## config.mk

```make
export PLATFORM = sky130hd
export DESIGN_NAME = sdram_host_port
export DESIGN_NICKNAME = d
export VERILOG_FILES = /design/src/rtl/sdram_host_port.sv
export SDC_FILE = /design/constraint.sdc
export NUM_CORES = 1
export LEC_CHECK = 0
export ABC_AREA = 1
export CORE_MARGIN = 4
export CORE_UTILIZATION = 43
export CTS_CLUSTER_SIZE = 10
export DETAILED_ROUTE_END_ITERATION = 10
export MAX_ROUTING_LAYER = met4
export PLACE_DENSITY_LB_ADDON = 0.2
export SLEW_MARGIN = 40
export SYNTH_ARGS = -nofsm -noshare
export SYNTH_HDL_FRONTEND = slang
export SYNTH_SLANG_ARGS = --single-unit
```

## constraint.sdc

```tcl
create_clock -name clk -period 3 [get_ports clk]
set_input_delay 0.6 -clock clk [delete_from_list [all_inputs] [get_ports clk]]
set_output_delay 0.6 -clock clk [all_outputs]
set_load 0.01 [all_outputs]
```

## src/rtl/sdram_host_port.sv

```systemverilog
// Host-side request sequencer for the SDRAM controller: queues host requests and
// presents them one at a time on the controller's request pins until accepted.
module sdram_host_port #(
    parameter int HADDR_WIDTH    = 24,
    parameter int FIFO_DEPTH     = 4,
    parameter int ACCEPT_TIMEOUT = 255
) (
    input  logic                   clk,
    input  logic                   rst,
    input  logic                   req_valid,
    output logic                   req_ready,
    input  logic                   req_we,
    input  logic [HADDR_WIDTH-1:0] req_addr,
    input  logic [15:0]            req_wdata,
    output logic                   resp_valid,
    output logic [15:0]            resp_rdata,
    output logic                   wr_done,
    output logic                   err,
    output logic [HADDR_WIDTH-1:0] wr_addr,
    output logic [15:0]            wr_data,
    output logic                   wr_enable,
    output logic [HADDR_WIDTH-1:0] rd_addr,
    output logic                   rd_enable,
    input  logic [15:0]            rd_data,
    input  logic                   rd_ready,
    input  logic                   busy
);
    // state | meaning
    // IDLE  | nothing outstanding; pop the head once busy is low
    // ISSUE | enable held until the controller raises busy
    // WAIT  | accepted; read waits for rd_ready, write waits for busy low
    typedef enum logic [1:0] {IDLE, ISSUE, WAIT} state_t;

    localparam int PTR_W = (FIFO_DEPTH > 1) ? $clog2(FIFO_DEPTH) : 1;
    localparam int CNT_W = $clog2(FIFO_DEPTH + 1);
    localparam int TMO_W = $clog2(ACCEPT_TIMEOUT + 1);

    state_t                 state;
    logic [FIFO_DEPTH-1:0]  fifo_we;
    logic [HADDR_WIDTH-1:0] fifo_addr  [FIFO_DEPTH];
    logic [15:0]            fifo_wdata [FIFO_DEPTH];
    logic [PTR_W-1:0]       wr_ptr;
    logic [PTR_W-1:0]       rd_ptr;
    logic [CNT_W-1:0]       count;
    logic [TMO_W-1:0]       tmo_cnt;
    logic                   cur_we;
    logic                   push;
    logic                   pop;

    assign req_ready = (count != CNT_W'(FIFO_DEPTH));
    assign push      = req_valid && req_ready;
    assign pop       = (state == IDLE) && (count != '0) && !busy;

    always_ff @(posedge clk) begin
        if (push) begin
            fifo_we[wr_ptr]    <= req_we;
            fifo_addr[wr_ptr]  <= req_addr;
            fifo_wdata[wr_ptr] <= req_wdata;
        end
    end

    always_ff @(posedge clk) begin
        if (rst) begin
            state      <= IDLE;
            wr_ptr     <= '0;
            rd_ptr     <= '0;
            count      <= '0;
            tmo_cnt    <= '0;
            cur_we     <= 1'b0;
            wr_enable  <= 1'b0;
            rd_enable  <= 1'b0;
            resp_valid <= 1'b0;
            wr_done    <= 1'b0;
            err        <= 1'b0;
            wr_addr    <= '0;
            rd_addr    <= '0;
            wr_data    <= '0;
            resp_rdata <= '0;
        end else begin
            resp_valid <= 1'b0;
            wr_done    <= 1'b0;

            if (push) wr_ptr <= wr_ptr + PTR_W'(1);
            if (pop)  rd_ptr <= rd_ptr + PTR_W'(1);
            if (push && !pop)      count <= count + CNT_W'(1);
            else if (pop && !push) count <= count - CNT_W'(1);

            case (state)
                IDLE: begin
                    if (pop) begin
                        cur_we  <= fifo_we[rd_ptr];
                        tmo_cnt <= TMO_W'(ACCEPT_TIMEOUT);
                        if (fifo_we[rd_ptr]) begin
                            wr_addr   <= fifo_addr[rd_ptr];
                            wr_data   <= fifo_wdata[rd_ptr];
                            wr_enable <= 1'b1;
                        end else begin
                            rd_addr   <= fifo_addr[rd_ptr];
                            rd_enable <= 1'b1;
                        end
                        state <= ISSUE;
                    end
                end
                ISSUE: begin
                    if (busy) begin
                        wr_enable <= 1'b0;
                        rd_enable <= 1'b0;
                        tmo_cnt   <= TMO_W'(ACCEPT_TIMEOUT);
                        state     <= WAIT;
                    end else if (tmo_cnt != '0) begin
                        // Timeout only flags the stall; the request keeps being offered.
                        tmo_cnt <= tmo_cnt - TMO_W'(1);
                        if (tmo_cnt == TMO_W'(1)) err <= 1'b1;
                    end
                end
                WAIT: begin
                    if (cur_we) begin
                        if (!busy) begin
                            wr_done <= 1'b1;
                            state   <= IDLE;
                        end
                    end else if (rd_ready) begin
                        resp_rdata <= rd_data;
                        resp_valid <= 1'b1;
                        state      <= IDLE;
                    end
                end
                default: state <= IDLE;
            endcase
        end
    end
endmodule

```

# == After elaboration in Yosys (flattened, before gate mapping) ==
# Memories as Yosys holds them, arrays and structs flattened. A register that Yosys moved wholly into a read port is not among the register bits.
# Index checks and enable logic that the tools add are counted.
# totals
n_memories,2
regBits,91
mem_bits_rw,160
out_inout_bits,86
# mem_list
memory,words,word_bits,read_ports,rd_ports_with_merged_regs,wr,line,text
fifo_addr,4,24,1,1,1,40,logic [HADDR_WIDTH-1:0] fifo_addr [FIFO_DEPTH];
fifo_wdata,4,16,1,1,1,41,logic [15:0] fifo_wdata [FIFO_DEPTH];
# classes
n_eq_ne,11
add_sub_neg,5
bitwise_logic,4
magnitude_cmp,3
n_reduce_logical,25
n_mux,30
# ops
operator,n
two-way mux 8 bit,3
one-hot mux 8 bit (2 select lines),1
AND reduction 4 bit,4
two-way mux 2 bit,7
"inequality test 3 bit, second input constant",4
AND reduction 3 bit,4
two-way mux 1 bit,11
"equality test 8 x 1 -> 1 bit, second input constant",1
nonzero test 8 bit,1
"subtractor 8 x 1 -> 8 bit, second input constant",1
logical AND 1 bit,6
"less-than comparator 2 x 3 -> 1 bit, second input constant",2
two-way mux 3 bit,2
"inequality test 2 bit, second input constant",3
one-hot mux 2 bit (3 select lines),1
OR reduction 3 bit,2
"adder 2 x 1 -> 2 bit, second input constant",2
bitwise mux 4 bit,1
inverter 1 bit,4
one-hot mux 1 bit (2 select lines),2
nonzero test 2 bit,2
"adder 3 x 1 -> 3 bit, second input constant",1
zero test 1 bit,3
nonzero test 3 bit,1
9 further kinds,9

# == Longest topological paths before layout ==
# Gate-level depths: netlist of the first run.
# depth
depth_word,6
depth_mapped,11
mapped_depth_nobuf,11

# == Worst setup path before layout of the first run ==
# Ideal clock, no wire load.
# synth_path
kind,input to register
from,in req_valid
to,mem fifo_addr[0][0] (enable)
arrival_time_ns,2.497
setup_slack_ns,0.063
setup_time_ns,0.440
required_ns,2.560
path_stages,2
path_cell_list,nand2_1 > nor2_1
# synth_between
elab_chain_cells,3
# synth_rtl
element,line,text
from (decl),10,"input logic req_valid,"
logical AND 1 bit,51,assign push = req_valid && req_ready;
two-way mux 1 bit,55,if (push) begin
two-way mux 1 bit (implied by the code),57,fifo_addr[wr_ptr] <= req_addr;
to (decl),40,
# No other way between the ends.

# == Worst setup path after layout of the first run ==
# layout_path
from,reg count[0]
to,out req_ready
# layout_between
elab_chain_cells,1
# layout_rtl
element,line,text
from (decl),44,logic [CNT_W-1:0] count;
from (signal assigned),85,if (push && !pop) count <= count + CNT_W'(1);
from (signal assigned),86,else if (pop && !push) count <= count - CNT_W'(1);
inequality test 3 bit,50,assign req_ready = (count != CNT_W'(FIFO_DEPTH));
to (decl),11,"output logic req_ready,"
# No other way between the ends.

==> results of run 1 <==
[Yosys cell counts (3+ instances only)]
| library cell | count |
|---|---|
| inv_1 | 26 |
| ha_1 | 7 |
| nand3_1 | 10 |
| a21oi_1 | 74 |
| inv_2 | 8 |
| o21ai_0 | 89 |
| a32o_1 | 21 |
| edfxtp_1 | 164 |
| nand4_1 | 7 |
| nand2_4 | 4 |
| inv_4 | 3 |
| buf_12 | 3 |
| clkbuf_1 | 24 |
| dfxtp_1 | 105 |
| o21ai_1 | 34 |
| a31oi_2 | 16 |
| nand2_1 | 111 |
| buf_2 | 13 |
| o22ai_1 | 3 |
| a21oi_2 | 12 |
| nor2_1 | 126 |
| buf_6 | 5 |
[cell families (layout without fill, tap and decap cells)]
family / after synthesis / after routing / synth area share, %
AO/OA/AOI/OAI: 251 / 251 / 14.9
XOR/XNOR: 1 / 1 / 0.0851
adder cells (fa/ha/maj): 8 / 8 / 1.05
buffers and inverters: 87 / 261 / 4.58
flip-flops: 269 / 269 / 68.3
other: 0 / 3 / 0
AND/OR/NAND/NOR: 270 / 270 / 11.1
[final cells by class]
class	count	area, µm²
antenna	3	7.51
fill	2063	10600
multi-input combinational	530	2830
clock buffer	54	862
clock inverter	3	22.5
sequential	269	7030
inverter	38	155
timing repair buffer	166	1630
tap	319	399
[registers in the layout, indices dropped and copies added, names as in the netlist, named ones only]
signal      cells
state           2
wr_enable       1
rd_ptr          2
wr_done         1
rd_enable       1
count           3
rd_addr        24
fifo_we         4
wr_ptr          2
fifo_addr      96
wr_addr        24
fifo_wdata     64
tmo_cnt         8
cur_we          1
wr_data        16
resp_valid      1
err             1
resp_rdata     16
[how the worst max path moves through the flow]
stage | from | end | cells after the start
2_1_floorplan | req_valid | fifo_addr[0][0]$_DFFE_PP_ | 2
3_3_place_gp | busy | count[2]$_SDFFE_PP0P_ | 10
3_5_place_dp | busy | count[2]$_SDFFE_PP0P_ | 10
4_1_cts | count[0]$_SDFFE_PP0P_ | req_ready | 3
5_1_grt | count[1]$_SDFFE_PP0P_ | req_ready | 3
6_report | count[0]$_SDFFE_PP0P_ | req_ready | 3
[routing by layer]
| layer | part of all wire [%] | GRT usage [%] | vias to the layer above |
|---|---|---|---|
| met1 | 44 | 21.7 | 3169 |
| met2 | 48 | 28.7 | 143 |
| met3 | 6.4 | 4.61 | 35 |
| met5 | 0 | - | - |
| met4 | 1.6 | 4.23 | 0 |
| li1 | - | - | 3450 |
[through the flow]
step | setup slack [ps] | util (%)
after floorplan | 63.1 | -
after global placement | 442 | 51.1
after detailed placement | 446 | 51.1
after CTS | 698 | 54.9
after global routing | 633 | 54.9
final | 733 | 54.9
[worst min-delay path: cells and delay by family (launching register included)]
kind / cells / cell delay, ps
flops: 1 / 310
compound gates: 1 / 60
simple gates: 1 / 60
[power by group through the flow]
stage / Combinational, mW / Clock (mW) / Sequential [mW]
2_1_floorplan: 1.91 / 0 / 5.01
3_3_place_gp: 3.11 / 0 / 4.96
3_5_place_dp: 3.14 / 0 / 4.97
4_1_cts: 3.15 / 3.36 / 4.90
5_1_grt: 3.45 / 3.54 / 4.96
6_report: 3.10 / 3.28 / 4.89
==> run_results.csv, run 1 <==
group,metric,value,unit
layout,finalNonFillerCells,1382,
run,drv_cap,0,
pwr,seq_power_share,43.4,%
clock_network,cts_num_sinks,269,
layout,layout_common_cells,"edfxtp_1 (164), clkdlybuf4s50_1 (147), nor2_1 (122), nand2_1 (111), dfxtp_1 (104)",
pwr,peakVddDrop,358,µV
place,place_hpwl,14200,µm
logic_synthesis,ys.flop_type,"edfxtp_1",
min_path,hold_start,"wr_enable$_SDFFE_PP0P_",
detailed_routing,drt-initial-drc-count,393,
setup_path,critPathTopFamily,"buffers and inverters",
clock_network,clkTransAtPathRegs,50,ps
clock_network,cts_buffers,31,
sta,setup_viol,0,
floorplanning,dieArea,26500,µm²
setup_path,ff2ff_setup_slack,1030,ps
floorplanning,start_util,43.7,%
pwr,internal_power,7.75,mW
logic_synthesis,synthCells,886,
setup_path,startpoint_type,"flop",
clock_network,postCtsSetupBuffers,0,
logic_synthesis,synth.yosys.seq_area_share,68.3,%
detailed_routing,vias,6797,
pwr,pwr-share-comb,27.5,%
pwr,p_total,11.3,mW
place,routabilityCongestion,0.760,
sta,rsz0062_at_grt,"false",
place,place_area,12000,µm²
logic_synthesis,synth.largest_area_cell,"edfxtp_1",
detailed_routing,drt-pass1-iter-count,4,
setup_path,crit_chain,"inv_1 -> nand3_1 -> clkdlybuf4s50_1",
pwr,powerDensity,872,nW/µm²
pwr,switching_share,31.2,%
logic_synthesis,synth_area_per_cell,11.6,µm²
clock_network,clock_latency,550,ps
global_route,grt_pass1_vias,6534,
clock_network,ctsHoldBuffers,0,
setup_path,r2r-start,"rd_ptr[0]$_SDFFE_PP0P_",
place,dpl.cell_count,1322,
logic_synthesis,synth_nets,956,
sta,max_slew.worst_pin.slew,599,ps
sta,fin_crit_sh,75.6,%
setup_path,slowest_delay,570,ps
detailed_routing,drc,0,
setup_path,crit_slowest_cell,"clkdlybuf4s50_1",
sta,min_period,2270,ps
layout,final_nets,1106,
clock_network,cts_tree,"done",
detailed_routing,routed_via_density,4.92,
setup_path,end_kind,"primary output",
clock_network,clockRootBuffer,"clkbuf_16",
detailed_routing,wl,23000,µm
setup_path,required,2400,ps
layout,area_growth,25.6,%
clock_network,clk_path_buf_depth,3,
setup_path,critPathBufInv,2,
setup_path,r2r_end,"wr_addr[20]$_SDFFE_PP0P_",
logic_synthesis,yosys_warnings,0,
setup_path,cp_max_fo,3,
sta,fin_setup_tns,0,ps
global_route,grt_pass1_wl,35700,µm
global_route,grt-ovfl-total,0,
setup_path,worstPathArrival,1670,ps
global_route,antenna_found_initial,3,
logic_synthesis,synth_edf_count,164,
pwr,clockPowerShare,29.1,%
sta,fin_skew,23.2,ps
min_path,min_path_type,"flop to flop",
min_path,hold_depth,2,
floorplanning,core,23500,µm²
floorplanning,fp.dieH,163,µm
sta,hold_viol_final,0,
place,port_buffers,147,
global_route,grtUsageTotal,17.4,%
floorplanning,die_width,163,µm
sta,fmax,441,MHz
logic_synthesis,synthArstFlopShare,0,%
logic_synthesis,synth_area,10300,µm²
pwr,leakage,4.63,nW
layout,drive_gt1_share,10.8,%
pwr,switchingPower,3.52,mW
detailed_routing,post_drt_wl_per_cell,16.7,µm
setup_path,worstSetupPathType,"flop to primary output",
logic_synthesis,ys_ff_latch,269,
logic_synthesis,yosys-top-cells-area,"edfxtp_1 (48%), dfxtp_1 (20%), nor2_1 (4.6%)",
floorplanning,num_io_pins,148,
logic_synthesis,synth.distinct_cells,37,
sta,hold_slack,474,ps
floorplanning,row_count,56,
layout,final_common_cell,"edfxtp_1",
layout,stdcell_area,12900,µm²
sta,slew_violations,0,
clock_network,cts_resized,0,
run_status,status,"finished clean",
global_route,grt_max_degree,59,
logic_synthesis,synth_top_area_share,47.8,%
clock_network,cts_htree_levels,1,
detailed_routing,ant_nets,0,
sta,max_slew_margin,60.0,%
min_path,hold_end,"wr_enable$_SDFFE_PP0P_",
setup_path,ff2ff_path_depth,8,
(Power assumes the default switching activity.)
==> inputs of run 2 (changes only) <==
==> constraint.sdc (replaced) <==
create_clock -name clk -period 2.1 [get_ports clk]
set_input_delay 0.42 -clock clk [delete_from_list [all_inputs] [get_ports clk]]
set_output_delay 0.42 -clock clk [all_outputs]
set_load 0.01 [all_outputs]
==> run 2 against run 1 <==
  * Count of clock-buffer cells in the layout rose by 1
  * Largest cell class unchanged
  * Critical endpoint is now wr_addr[15]
  * Clock skew fell by 9.0 ps
  * Register-to-register slack got worse by 770 ps
  * Global-route usage barely moved
  * First-iteration DRC count rose by 0.76%
  * Die area did not move
  * Highest routed layer unchanged
  * Final cell count rose by 0.80%
  * Total power rose by 45%
  * Combinational power rose by 53%
  * Routed wire length fell by 0.64%
==> run_results.csv, run 2 (synthesis results as in run 1) <==
group,metric,value,unit
setup_path,worstPathArrival,1510,ps
clock_network,cts_tree,"done",
layout,layout_common_cells,"edfxtp_1 (164), clkdlybuf4s50_1 (146), nor2_1 (122), nand2_1 (111), dfxtp_1 (104)",
layout,drive_gt1_share,11.8,%
detailed_routing,vias,6958,
global_route,grt_max_degree,49,
sta,fin_crit_sh,92.0,%
sta,setup_slack,167,ps
clock_network,cts_buffers,31,
place,port_buffers,147,
layout,fin_util,56.0,%
layout,diodes,0,
global_route,grt_pass1_vias,6692,
floorplanning,core,23500,µm²
detailed_routing,routed-wl-met3,1280,µm
clock_network,cts_htree_levels,1,
pwr,peakVddDrop,608,µV
setup_path,worstSetupPathType,"flop to primary output",
place,pre_cts_ws,-115,ps
sta,fin_skew,14.2,ps
setup_path,required,1680,ps
sta,hold_slack,464,ps
layout,largest_reg_flops,96,
layout,top_regs,"fifo_addr: 96 flops, fifo_wdata: 64 flops",
place,place_hpwl,14900,µm
detailed_routing,top_layer,"met4",
layout,area_growth,28.1,%
clock_network,cts_num_sinks,269,
detailed_routing,met2_length,10900,µm
setup_path,crit_chain,"clkdlybuf4s50_1",
run_status,status,"finished clean",
sta,max_slew.worst_pin.slew,535,ps
setup_path,slowest_delay,650,ps
floorplanning,fp.dieH,163,µm
sta,slew_violations,0,
floorplanning,die_width,163,µm
sta,fmax,517,MHz
floorplanning,num_io_pins,148,
detailed_routing,post_drt_wl_per_cell,16.4,µm
layout,largest_register,"fifo_addr",
clock_network,clk_path_buf_depth,3,
clock_network,clkTransAtPathRegs,50,ps
clock_network,clockRootBuffer,"clkbuf_16",
setup_path,crit_slowest_cell,"clkdlybuf4s50_1",
setup_path,critPathBufInv,1,
detailed_routing,ant_nets,0,
global_route,grt_pass1_wl,36200,µm
pwr,p_total,16.3,mW
floorplanning,row_count,56,
setup_path,critPathTopFamily,"buffers and inverters",
setup_path,cp_max_fo,2,
sta,setup_viol,0,
detailed_routing,routed_via_density,4.99,
sta,min_period,1930,ps
sta,hold_viol_final,0,
setup_path,startpoint_type,"flop",
global_route,grtUsageTotal,17.5,%
clock_network,clock_latency,540,ps
global_route,grt-ovfl-total,0,
detailed_routing,met1_length,10300,µm
clock_network,postCtsSetupBuffers,0,
layout,final_common_cell,"edfxtp_1",
floorplanning,start_util,43.7,%
pwr,leakage,4.75,nW
min_path,min_path_type,"flop to flop",
sta,max_slew_margin,64.4,%
detailed_routing,drt-initial-drc-count,396,
run,drv_cap,0,
setup_path,end_kind,"primary output",
detailed_routing,drt-pass1-iter-count,4,
pwr,powerDensity,1240,nW/µm²
floorplanning,dieArea,26500,µm²
detailed_routing,wl,22900,µm
global_route,antenna_found_initial,0,
layout,final_nets,1121,
sta,rsz0062_at_grt,"false",
detailed_routing,drc,0,
place,routabilityCongestion,0.773,
## run 2: layout make-up
class,instances,area (µm²)
Tap cell,319,399
Clock inverter,1,5.00
Fill cell,2028,10400
Multi-Input combinational cell,530,2830
Inverter,38,155
Clock buffer,55,866
Sequential cell,269,7030
Timing Repair Buffer,181,1900
## run 2: power breakdown
group	internal, mW	switching (mW)
Clock	2.74	1.92
Sequential	6.52	0.435
Combinational	2.01	2.72
## run 2: per-stage QoR
stage               setup TNS [ps]  area, µm²  cells
floorplan                   -32290      10300    886
global placement              -101      12300   1337
detailed placement            -115      12300   1337
CTS                              0      13200   1393
global route                     0      13200   1393
finish                           0      13200   1393
## run 2: path summary, 6_finish.rpt
check,startpoint,to,slack (ps),depth (start not counted)
max,wr_addr[15]$_SDFFE_PP0P_,wr_addr[15],170,1
min,err$_SDFFE_PP0P_,err$_SDFFE_PP0P_,460,2
max reg2reg,count[0]$_SDFFE_PP0P_,count[2]$_SDFFE_PP0P_,260,11
min reg2reg,err$_SDFFE_PP0P_,err$_SDFFE_PP0P_,460,2
## run 2: worst reg2reg max path, stage by stage, from the launching register on
cell	delay, ps
dfxtp_1	390
inv_1	80
nand3_1	90
nand2_1	80
inv_1	60
ha_1	130
inv_1	60
fa_1	390
a21oi_1	140
o21ai_0	110
o21ai_0	170
a21oi_1	50
## run 2: layer usage
layer  GRT usage [%]  up-vias
li1                -     3473
met1            23.3     3298
met2            28.0      151
met3            3.21       36
met4            4.35        0
met5               -        -
## run 2: what timing repair did
| action | 4_1_cts | 5_1_grt |
|---|---|---|
| hold buffers | 0 | 0 |
| endpoints found under the hold margin | 0 | 0 |
| endpoints found under the setup margin | 0 | 1 |
| gates resized for setup | 0 | 1 |
==> inputs of run 3 (changes only) <==
==> constraint.sdc (replaced) <==
create_clock -name clk -period 1.85 [get_ports clk]
set_input_delay 0.555 -clock clk [delete_from_list [all_inputs] [get_ports clk]]
set_output_delay 0.555 -clock clk [all_outputs]
set_load 0.01 [all_outputs]
==> run 3 against run 2 <==
  * Die area unchanged
  * Sequential power grew 13%
  * Routed wire length up 0.61%
  * Utilization increased by 0.12 points
  * Non-clock buffer count increased by 10
  * Final cell count rose by 0.79%
  * Critical endpoint is now rd_addr[17]
  * Largest cell class unchanged
==> run_results.csv, run 3 (synthesis results as in run 1) <==
group,metric,value,unit
setup_path,ff2ff_path_depth,10,
setup_path,worst-path-stages,1,
detailed_routing,ant_nets,0,
layout,seq_area,7030,µm²
clock_network,clock_latency,540,ps
detailed_routing,post_drt_wl_per_cell,16.4,µm
run,drv_cap,0,
pwr,seq_power_share,42.6,%
pwr,switching_share,31.3,%
pwr,powerDensity,1400,nW/µm²
floorplanning,fp.dieH,163,µm
run_status,status,"finished clean",
global_route,grt_max_degree,49,
layout,layout_common_cells,"edfxtp_1 (164), nor2_1 (122), nand2_1 (110), dfxtp_1 (105), o21ai_0 (87)",
clock_network,cts_buffers,31,
min_path,min_path_type,"input pin to flop",
clock_network,clk_path_buf_depth,3,
global_route,grt-ovfl-total,0,
setup_path,crit_slowest_cell,"dlygate4sd2_1",
detailed_routing,vias,6994,
detailed_routing,drt-pass1-iter-count,5,
sta,hold_viol_final,0,
layout,area_growth,28.3,%
setup_path,critPathLaunch,"rd_addr[17]$_SDFFE_PP0P_",
setup_path,ff2ff_setup_slack,190,ps
layout,num-fill-cells,2035,
clock_network,cts_htree_levels,1,
floorplanning,dieArea,26500,µm²
pwr,switchingPower,5.78,mW
sta,slew_violations,0,
sta,setup_viol,0,
detailed_routing,top_layer,"met4",
sta,max_slew_margin,73.2,%
sta,rsz0062_at_grt,"false",
global_route,grt_pass1_wl,36400,µm
setup_path,crit_chain,"dlygate4sd2_1",
setup_path,critPathTopFamily,"buffers and inverters",
place,port_buffers,147,
layout,final_common_cell,"edfxtp_1",
place,place_area,12400,µm²
setup_path,slowest_delay,360,ps
detailed_routing,drt-initial-drc-count,457,
clock_network,cts_num_sinks,269,
place,dpl.cell_count,1347,
layout,final_nets,1131,
detailed_routing,met1_length,10100,µm
detailed_routing,wl,23000,µm
pwr,peakVddDrop,742,µV
clock_network,cts_tree,"done",
setup_path,r2r-start,"count[2]$_SDFFE_PP0P_",
layout,diodes,0,
setup_path,worstSetupPathType,"flop to primary output",
pwr,internal_power,12.7,mW
layout,largest_reg_flops,96,
floorplanning,start_util,43.7,%
clock_network,clkTransAtPathRegs,50,ps
clock_network,ctsHoldBuffers,0,
floorplanning,row_count,56,
global_route,antenna_found_initial,0,
pwr,pwr-share-comb,28.2,%
floorplanning,core,23500,µm²
layout,top_regs,"fifo_addr: 96 flops, fifo_wdata: 64 flops",
setup_path,critPathBufInv,1,
detailed_routing,routed_via_density,4.98,
layout,largest_register,"fifo_addr",
floorplanning,num_io_pins,148,
sta,max_slew.worst_pin.slew,401,ps
layout,multiInputGateArea,2850,µm²
setup_path,end_kind,"primary output",
sta,fin_setup_tns,0,ps
setup_path,required,1290,ps
min_path,hold_start,"busy",
detailed_routing,met2_length,11300,µm
setup_path,startpoint_type,"flop",
setup_path,cp_max_fo,2,
min_path,hold_depth,3,
place,routabilityCongestion,0.820,
sta,fin_crit_sh,96.1,%
detailed_routing,routed-wl-met3,1190,µm
sta,fin_skew,16.8,ps
global_route,grt_pass1_vias,6674,
sta,fmax,562,MHz
floorplanning,die_width,163,µm
layout,drive_gt1_share,13.3,%
place,place_hpwl,15000,µm
global_route,grtUsageTotal,17.7,%
clock_network,postCtsSetupBuffers,0,
clock_network,clockRootBuffer,"clkbuf_16",
sta,hold_slack,420,ps
layout,finalNonFillerCells,1404,
layout,stdcell_area,13200,µm²
setup_path,worstPathArrival,1220,ps
detailed_routing,drc,0,
pwr,clockPowerShare,29.2,%
pwr,p_total,18.5,mW
pwr,leakage,5.20,nW
sta,min_period,1780,ps
==> run 3: changes by cell type in the layout (fill, tap and decap cells not counted), sizes merged <==
cell / delta
clkbuf: +2
buf: +11
dlygate4sd2: +85
clkdlybuf4s50: -86
clkinv: -1
==> run 3: stage by stage <==
stage               setup WS, ps  utilization, %
floorplan                   30.2               -
global placement            -557            52.7
detailed placement          -549            52.7
CTS                         9.31            56.1
global route                18.4            56.1
finish                      71.7            56.1
==> run 3: what timing repair did <==
| item | 4_1_cts | 5_1_grt |
|---|---|---|
| endpoints found under the setup margin | 86 | 1 |
| gates resized for setup | 89 | 6 |
| pin swaps | 0 | 1 |
==> run 3: path summary, 6_finish.rpt <==
kind | end
hold reg to reg | wr_enable$_SDFFE_PP0P_
setup reg to reg | count[2]$_SDFFE_PP0P_
hold / removal | state[1]$_SDFFE_PP0P_
setup / recovery | rd_addr[17]
==> run 3: cell type report <==
class | count | share of cell area (%)
inverters | 38 | 1.17
multi-input cells | 530 | 21.5
repair buffers | 191 | 14.2
flip-flops and latches | 269 | 53.2
well taps | 319 | 3.02
clock buffers | 57 | 6.84
==> run 3: per-layer routing <==
metal	global-route usage (%)	vias to the layer above
li1	-	3499
met1	22.7	3306
met2	29.4	152
met3	3.42	37
met4	4.31	0
met5	-	-
==> run 3: power by group through the flow <==
stage / Clock, mW / Combinational (mW) / Sequential, mW
2_1_floorplan: 0 / 3.14 / 8.11
3_3_place_gp: 0 / 5.47 / 8.00
3_5_place_dp: 0 / 5.54 / 8.01
4_1_cts: 5.53 / 5.26 / 7.88
5_1_grt: 5.80 / 5.79 / 7.99
6_report: 5.40 / 5.20 / 7.87
